File: config.mk
export PLATFORM = sky130hd
export DESIGN_NAME = cond_control_pipe
export DESIGN_NICKNAME = d
export VERILOG_FILES = /design/src/rtl/cond_control_pipe.sv
export SDC_FILE = /design/constraint.sdc
export NUM_CORES = 1
export LEC_CHECK = 0
export CAP_MARGIN = 10
export CORE_UTILIZATION = 47
export CTS_CLUSTER_SIZE = 20
export DETAILED_ROUTE_END_ITERATION = 12
export PLACE_DENSITY = 0.88
export SYNTH_ARGS = -nofsm -noshare
export SYNTH_HDL_FRONTEND = slang
export SYNTH_SLANG_ARGS = --single-unit
File: constraint.sdc
create_clock -name clk -period 5.1 [get_ports clk]
set_input_delay 1.02 -clock clk [delete_from_list [all_inputs] [get_ports clk]]
set_output_delay 1.02 -clock clk [all_outputs]
set_load 0.01 [all_outputs]
File: src/rtl/cond_control_pipe.sv
`default_nettype none
// +----------------------------------------------------------------------------+
// | cond_control_pipe: D-stage control decode, D->E control register, E-stage  |
// | condition check with local NZCV flags; CCP_MULTICYCLE_MUL_EN holds MULs.   |
// | Revision 1.0                                                               |
// +----------------------------------------------------------------------------+
module cond_control_pipe #(
  parameter int MUL_CYCLES = 3,
  parameter int CNT_W      = $clog2(MUL_CYCLES)
) (
  input  logic       clk,
  input  logic       reset,
  input  logic [3:0] CondD,
  input  logic [1:0] OpD,
  input  logic [5:0] FunctD,
  input  logic [3:0] RdD,
  input  logic       FlushE,
  input  logic [3:0] ALUFlagsE,
  output logic [1:0] RegSrcD,
  output logic [1:0] ImmSrcD,
  output logic       ALUSrcE,
  output logic       MemToRegE,
  output logic [3:0] ALUControlE,
  output logic       RegWriteE,
  output logic       MemWriteE,
  output logic       PCSrcE,
  output logic       CondExE,
  output logic [3:0] FlagsQ,
  output logic       BusyE
);

  localparam logic [3:0] c_ALU_ADD = 4'b0000;
  localparam logic [3:0] c_ALU_SUB = 4'b0001;
  localparam logic [3:0] c_ALU_MUL = 4'b0010;
  localparam logic [3:0] c_ALU_ORR = 4'b0011;
  localparam logic [3:0] c_ALU_MOV = 4'b0110;

  localparam logic [3:0] c_CMD_ADD = 4'b0100;
  localparam logic [3:0] c_CMD_SUB = 4'b0010;
  localparam logic [3:0] c_CMD_MUL = 4'b0000;
  localparam logic [3:0] c_CMD_ORR = 4'b1100;
  localparam logic [3:0] c_CMD_MOV = 4'b1101;
  localparam logic [3:0] c_CMD_CMP = 4'b1010;

  // A cleared word is a bubble: valid=0 keeps CondExE and every enable low.
  typedef struct packed {
    logic       valid;
    logic [3:0] cond;
    logic       alu_src;
    logic       mem_to_reg;
    logic       reg_write;
    logic       mem_write;
    logic       pc_src;
    logic       no_write;
    logic [1:0] flag_write;
    logic [3:0] alu_ctl;
  } ctrl_t;

  ctrl_t      dec_w;
  ctrl_t      ctrl_d;
  ctrl_t      ctrl_q;
  logic [3:0] flags_d;
  logic [3:0] flags_q;
  logic [1:0] regsrc_w;
  logic [1:0] immsrc_w;
  logic       dp_ok_w;
  logic       cv_cmd_w;
  logic       set_flg_w;
  logic       branch_w;
  logic       cond_pass_w;
  logic       flg_n_w;
  logic       flg_z_w;
  logic       flg_c_w;
  logic       flg_v_w;
  logic       busy_w;

  always_comb begin
    dec_w         = '0;
    regsrc_w      = 2'b00;
    immsrc_w      = 2'b00;
    dp_ok_w       = 1'b0;
    cv_cmd_w      = 1'b0;
    set_flg_w     = FunctD[0];
    branch_w      = 1'b0;
    dec_w.valid   = 1'b1;
    dec_w.cond    = CondD;
    dec_w.alu_ctl = c_ALU_ADD;
    case (OpD)
      2'b00: begin
        dp_ok_w = 1'b1;
        case (FunctD[4:1])
          c_CMD_ADD: begin
            dec_w.alu_ctl = c_ALU_ADD;
            cv_cmd_w      = 1'b1;
          end
          c_CMD_SUB: begin
            dec_w.alu_ctl = c_ALU_SUB;
            cv_cmd_w      = 1'b1;
          end
          c_CMD_MUL: dec_w.alu_ctl = c_ALU_MUL;
          c_CMD_ORR: dec_w.alu_ctl = c_ALU_ORR;
          c_CMD_MOV: begin
            dec_w.alu_ctl = c_ALU_MOV;
            cv_cmd_w      = 1'b1;
          end
          c_CMD_CMP: begin
            dec_w.alu_ctl  = c_ALU_SUB;
            dec_w.no_write = 1'b1;
            cv_cmd_w       = 1'b1;
            set_flg_w      = 1'b1;
          end
          default: dp_ok_w = 1'b0;
        endcase
        if (dp_ok_w) begin
          dec_w.alu_src    = FunctD[5];
          dec_w.reg_write  = 1'b1;
          dec_w.flag_write = {set_flg_w, set_flg_w & cv_cmd_w};
        end
      end
      2'b01: begin
        immsrc_w      = 2'b01;
        dec_w.alu_src = 1'b1;
        if (FunctD[0]) begin
          dec_w.mem_to_reg = 1'b1;
          dec_w.reg_write  = 1'b1;
        end else begin
          regsrc_w        = 2'b10;
          dec_w.mem_write = 1'b1;
        end
      end
      2'b10: begin
        regsrc_w      = 2'b01;
        immsrc_w      = 2'b10;
        dec_w.alu_src = 1'b1;
        branch_w      = 1'b1;
      end
      default: ;
    endcase
    dec_w.pc_src = ((RdD == 4'hF) & dec_w.reg_write) | branch_w;
  end

  assign RegSrcD = regsrc_w;
  assign ImmSrcD = immsrc_w;

  assign {flg_n_w, flg_z_w, flg_c_w, flg_v_w} = flags_q;

  always_comb begin
    cond_pass_w = 1'b0;
    case (ctrl_q.cond)
      4'b0000: cond_pass_w = flg_z_w;
      4'b0001: cond_pass_w = ~flg_z_w;
      4'b0010: cond_pass_w = flg_c_w;
      4'b0011: cond_pass_w = ~flg_c_w;
      4'b0100: cond_pass_w = flg_n_w;
      4'b0101: cond_pass_w = ~flg_n_w;
      4'b1010: cond_pass_w = (flg_n_w == flg_v_w);
      4'b1011: cond_pass_w = (flg_n_w != flg_v_w);
      4'b1100: cond_pass_w = ~flg_z_w & (flg_n_w == flg_v_w);
      4'b1101: cond_pass_w = flg_z_w | (flg_n_w != flg_v_w);
      4'b1110: cond_pass_w = 1'b1;
      default: cond_pass_w = 1'b0;
    endcase
  end

  assign CondExE = ctrl_q.valid & cond_pass_w;

`ifdef CCP_MULTICYCLE_MUL_EN
  typedef enum logic [0:0] {
    ST_IDLE = 1'b0,
    ST_MUL  = 1'b1
  } mul_state_t;

  localparam logic [CNT_W-1:0] c_CNT_LAST = CNT_W'(MUL_CYCLES - 1);

  mul_state_t       state_q;
  logic [CNT_W-1:0] cnt_q;
  logic             mul_enter_w;

  assign mul_enter_w = (state_q == ST_IDLE) & (ctrl_q.alu_ctl == c_ALU_MUL) & CondExE;
  assign busy_w      = ((state_q == ST_MUL) | mul_enter_w) & (cnt_q != c_CNT_LAST);

  // The last MUL cycle is not busy, so its writes fire before returning to IDLE.
  always_ff @(posedge clk or negedge reset) begin
    if (!reset) begin
      state_q <= ST_IDLE;
      cnt_q   <= '0;
    end else if ((state_q == ST_MUL) || mul_enter_w) begin
      if (cnt_q == c_CNT_LAST) begin
        state_q <= ST_IDLE;
        cnt_q   <= '0;
      end else begin
        state_q <= ST_MUL;
        cnt_q   <= cnt_q + CNT_W'(1);
      end
    end
  end
`else
  assign busy_w = 1'b0;

  if ((MUL_CYCLES < 2) || (MUL_CYCLES > 16) || (CNT_W < 1)) begin : g_mul_cfg_ignored
  end
`endif

  assign BusyE = busy_w;

  always_comb begin
    ctrl_d = dec_w;
    if (busy_w) begin
      ctrl_d = ctrl_q;
    end else if (FlushE) begin
      ctrl_d = '0;
    end
  end

  always_comb begin
    flags_d = flags_q;
    if (CondExE & ~busy_w) begin
      if (ctrl_q.flag_write[1]) flags_d[3:2] = ALUFlagsE[3:2];
      if (ctrl_q.flag_write[0]) flags_d[1:0] = ALUFlagsE[1:0];
    end
  end

  always_ff @(posedge clk or negedge reset) begin
    if (!reset) begin
      ctrl_q  <= '0;
      flags_q <= '0;
    end else begin
      ctrl_q  <= ctrl_d;
      flags_q <= flags_d;
    end
  end

  assign FlagsQ      = flags_q;
  assign ALUSrcE     = ctrl_q.alu_src;
  assign ALUControlE = ctrl_q.alu_ctl;
  assign MemToRegE   = ctrl_q.mem_to_reg & CondExE;
  assign RegWriteE   = ctrl_q.reg_write & CondExE & ~ctrl_q.no_write & ~busy_w;
  assign MemWriteE   = ctrl_q.mem_write & CondExE & ~busy_w;
  assign PCSrcE      = ctrl_q.pc_src & CondExE & ~busy_w;

endmodule
`default_nettype wire

== After elaboration in Yosys (flattened, before gate mapping) ==
Index checks and enable logic that the tools add are counted.

* Add/subtract/negate cells: 0
* Multipliers: 0
* Divide/modulo/power cells: 0
* $lt $le $gt $ge: 0
* Equality and inequality tests: 20
* Shift operators: 0
* Muxes and demuxes: 24
* Bitwise operators: 15
* Reductions and logical operators: 9

{| class="wikitable"
|+ Operators by type and width
! operator !! number
|-
| equality test 4 bit (second input constant) || 9
|-
| two-way mux 17 bit || 1
|-
| two-way mux 1 bit || 13
|-
| equality test 4 x 2 -> 1 bit (second input constant) || 3
|-
| equality test 4 x 3 -> 1 bit (second input constant) || 3
|-
| one-hot mux 3 bit (4 select lines) || 1
|-
| one-hot mux 1 bit (11 select lines) || 1
|-
| bitwise AND 1 bit || 9
|-
| logical NOT 4 bit || 2
|-
| one-hot mux 2 bit (2 select lines) || 2
|-
| two-way mux 7 bit || 1
|-
| two-way mux 2 bit || 3
|-
| OR reduction 6 bit || 1
|-
| equality test 4 x 1 -> 1 bit (second input constant) || 1
|-
| inverter 1 bit || 4
|-
| one-hot mux 1 bit (2 select lines) || 2
|-
| AND reduction 2 bit || 2
|-
| OR reduction 2 bit || 2
|-
| OR reduction 4 bit || 1
|-
| equality test 2 x 1 -> 1 bit (second input constant) || 1
|-
| equality test 2 bit (second input constant) || 1
|-
| logical NOT 2 bit || 1
|-
| bitwise OR 1 bit || 2
|-
| equality test 1 bit || 1
|-
| != test 1 bit || 1
|}

* Register bits: 21
* Latch bits: 0
* RAM bits: 0
* Memory bits (read-only): 0
* Input bits: 23
* Output and inout port bits: 19
* Memories: 0

== Logic depth before layout (Yosys ltp) ==
* Depth after elaboration: 9
* Depth in mapped cells: 6
* Mapped depth without buffers: 6

== Worst setup path after synthesis ==
Ideal clock, no wire load.

* Kind: reg2out
* Start point: register ctrl_q[13] (netlist bit)
* End point: output RegWriteE
* Arrival: 1.658 ns
* Required time: 4.080 ns
* Setup slack: 2.422 ns
* Stages on the path, launching flop included: 7
* Buffers on the path: 1
* Path through: dfrtp_1 -> buf_6 -> o21a_1 -> a2111oi_1 -> nor3_2 -> a21boi_2 -> and3b_1

* Word-level cells in the longest chain between the ends: 5
* Elaborated cells on any way between the ends: 15
* Classes of those cells: 10 x eq/ne; 1 x mux; 3 x bitwise; 1 x reduce/logical

{| class="wikitable"
|+ RTL lines
! element !! line !! RTL
|-
| start: declaration || 61 || <nowiki>ctrl_t ctrl_q;</nowiki>
|-
| start signal: assignment || 228 || <nowiki>ctrl_q <= ctrl_d;</nowiki>
|-
| equality test 4 bit, or another cell as far along || 149 || <nowiki>case (ctrl_q.cond)</nowiki>
|-
| one-hot mux 1 bit (11 select lines) (*) || 149 ||
|-
| bitwise AND 1 bit (*) || 165 || <nowiki>assign CondExE = ctrl_q.valid & cond_pass_w;</nowiki>
|-
| net CondExE || 27 || <nowiki>output logic CondExE,</nowiki>
|-
| bitwise AND 1 bit (*) (2 in series) || 237 || <nowiki>assign RegWriteE = ctrl_q.reg_write & CondExE & ~ctrl_q.no_write & ~busy_w;</nowiki>
|-
| end: declaration || 24 || <nowiki>output logic RegWriteE,</nowiki>
|}

The timed path passes the listed nets; every way through them passes the cells marked *.

== Final worst setup path ==
* Start point: register ctrl_q[13] (netlist bit)
* End point: output RegWriteE

* Word-level cells in the longest chain between the ends: 5
* Elaborated cells on any way between the ends: 15
* Classes of those cells: 10 x eq/ne; 1 x mux; 3 x bitwise; 1 x reduce/logical

{| class="wikitable"
|+ RTL lines
! element !! line
|-
| equality test 4 bit, or another cell as far along || 149
|-
| one-hot mux 1 bit (11 select lines) (*) || 149
|-
| bitwise AND 1 bit (*) || 165
|-
| bitwise AND 1 bit (*) (2 in series) || 237
|}

Every way passes the cells marked *; elsewhere a longest branch is shown, timed or not.

==> results.cfg <==
[synthesis]
ys_types = 41
async_reset_ff_frac = 1.00
synth_edf_count = 0
postSynthAreaPerCell_um2 = 10.2
syn_area_um2 = 1120
synthCells = 110
yosys_most_used_dff = dfrtp_1
seq_area_frac_synth = 0.445
yosys_warnings = 0
ys_ff_latch = 20

[grt]
grt_max_degree = 21
grt_overflow = 0
grt_first_pass_wirelength_um = 3530
grt_antenna_before_repair = 0
grtUsageTotal = 0.181
grt_pass1_vias = 903

[routing]
wl_per_cell_um = 12.2
ant_nets = 0
first_pass_iters = 2
vias = 928
via_per_inst = 5.36
drtIter0Drc = 14
drc = 0
totalWireLength_um = 2110

[worst_setup_path]
cp_max_fo = 8
end_kind = primary output
critical_path_class = reg -> out
startpoint_type = flip-flop
required_ns = 4.08
rr_worst_depth = 5
rrSetupSlack_ns = 3.20
reg2reg_to = FlagsQ[3]
r2r_start = ctrl_q[13]
cp.arrival_ns = 2.52

[die]
die_w_um = 50.9
initial_utilization = 0.504
die-height_um = 50.9
dieArea_um2 = 2590
ioPinCount = 42
core.rowCount = 17
core-area_um2 = 2230

[sta]
worstMarginPinSlew_ns = 0.831
setup_viol = 0
drv_slew = 0
skew_ns = 0.00394
fin_ws_ns = 1.56
hold_viol = 0
tns_ns = 0
finalCritPeriodShare = 0.694
rsz0062_at_grt = false
min_period_ns = 3.54
fmax_ghz = 0.283
max_slew_margin = 0.444

[layout]
layout_common_cells = 39 x clkdlybuf4s50_1, 20 x dfrtp_1, 11 x nand2_1
syn_to_final_growth_pct = 34.8
post_route_cells_drive_above_1_share = 0.0621
fin_nets = 175
num-fill-cells = 190
insertedDiodeCount = 0
multi_input_area_um2 = 546
seqCellArea_um2 = 500
final_common_cell = clkdlybuf4s50_1

[place]
port_buffers = 39
gp_routability_congestion = 0.734
place_ws_ns = 1.59
hpwl_um = 1710

[cts]
cts_resized = 0
cts_tree = built
htreeDepth = 1
clk_latency_ns = 0.29
cts_buffers = 3
cts_max_path_buffers = 2
cts_sinks = 20
cts.clk_slew.worst_paths_ns = 0.10
post_cts_buffers = 0
clockRootBuffer = clkbuf_4
ctsHoldBuffers = 0

[run]
cap_violations = 0

[worst_hold_path]
hold-path-cell-count = 1
hold_end = FlagsQ[1]
hp-start = FlagsQ[1]
hold_path.class = reg -> reg

[power]
p_leak_nw = 0.642
p_per_area_nw_per_um2 = 206
peakVddDrop_uv = 128

[status]
outcome = complete, no violations
==> power breakdown <==
group | leakage, nW | switching (mW) | internal, mW | total, mW
Clock | 0.0138 | 0.0430 | 0.0274 | 0.0704
Combinational | 0.359 | 0.0294 | 0.0387 | 0.0680
Sequential | 0.269 | 0.00792 | 0.165 | 0.173
Total | 0.642 | 0.0803 | 0.231 | 0.312
==> layer usage <==
| metal | vias to the layer above | GRT usage | share of wire |
|---|---|---|---|
| met4 | 0 | 0.0880 | 0.012 |
| met2 | 30 | 0.331 | 0.55 |
| met5 | - | 0 | 0 |
| li1 | 454 | - | - |
| met1 | 442 | 0.192 | 0.39 |
| met3 | 2 | 0.0417 | 0.055 |
==> Yosys cell counts, types with 2 or more instances <==
master,n,area share
a21oi_2,2,0.016
and2_1,4,0.022
and4_1,2,0.016
buf_4,6,0.040
dfrtp_1,20,0.44
ha_1,5,0.056
inv_1,6,0.020
mux2_1,4,0.040
nand2_1,11,0.037
nand2b_1,3,0.017
nor2_1,4,0.013
nor2b_1,6,0.033
nor3_1,4,0.018
o21a_1,2,0.013
o21ai_0,4,0.018
o32a_1,2,0.018
==> area by class of cell <==
class,count,share of cell area
Clock buffer,3,0.0149
Tap cell,28,0.0231
Sequential cell,20,0.330
Inverter,6,0.0149
Multi-Input combinational cell,77,0.360
Timing Repair Buffer,39,0.257
==> worst max path at each step <==
stage	to	startpoint	slack, ns
after CTS	RegWriteE	ctrl_q[13]	1.53
after detailed placement	RegSrcD[1]	OpD[1]	1.59
after global routing	RegWriteE	ctrl_q[13]	1.43
final	RegWriteE	ctrl_q[13]	1.56
after global placement	RegSrcD[1]	OpD[1]	1.66
after floorplan	RegWriteE	ctrl_q[13]	2.42
==> kinds of logic (layout without fill, tap and decap cells) <==
group | count (synthesis) | after routing | synth area share
xor+xnor | 1 | 1 | 0.00779
other cells | 1 | 2 | 0.00333
mux | 5 | 5 | 0.0489
flops | 20 | 20 | 0.445
buf+inv | 14 | 48 | 0.0734
simple gates | 41 | 41 | 0.200
compound gates | 23 | 23 | 0.166
fa+ha+maj | 5 | 5 | 0.0556
==> flip-flops by register name, indices dropped and copies added, names as in the netlist <==
signal       count
ctrl_q          12
FlagsQ           4
ALUControlE      3
ALUSrcE          1
==> stage by stage <==
step	hold WS, ns	util	power (mW)	instances	instance area (um^2)
finish	0.539	0.679	0.312	173	1520
detailed placement	0.529	0.669	0.245	170	1490
floorplan	0.561	-	0.207	111	1130
global placement	0.526	0.669	0.242	170	1490
global route	0.569	0.679	0.328	173	1520
CTS	0.552	0.679	0.315	173	1520
==> worst max-delay path, stage by stage, from the launching register on <==
cell and delay (ns):
dfrtp_1 0.48, o21a_1 0.22, a2111oi_1 0.42, nor3_2 0.14, a21boi_2 0.23, and3b_1 0.19, clkdlybuf4s50_1 0.55
Note: power is estimated with default switching activity, not from simulation.
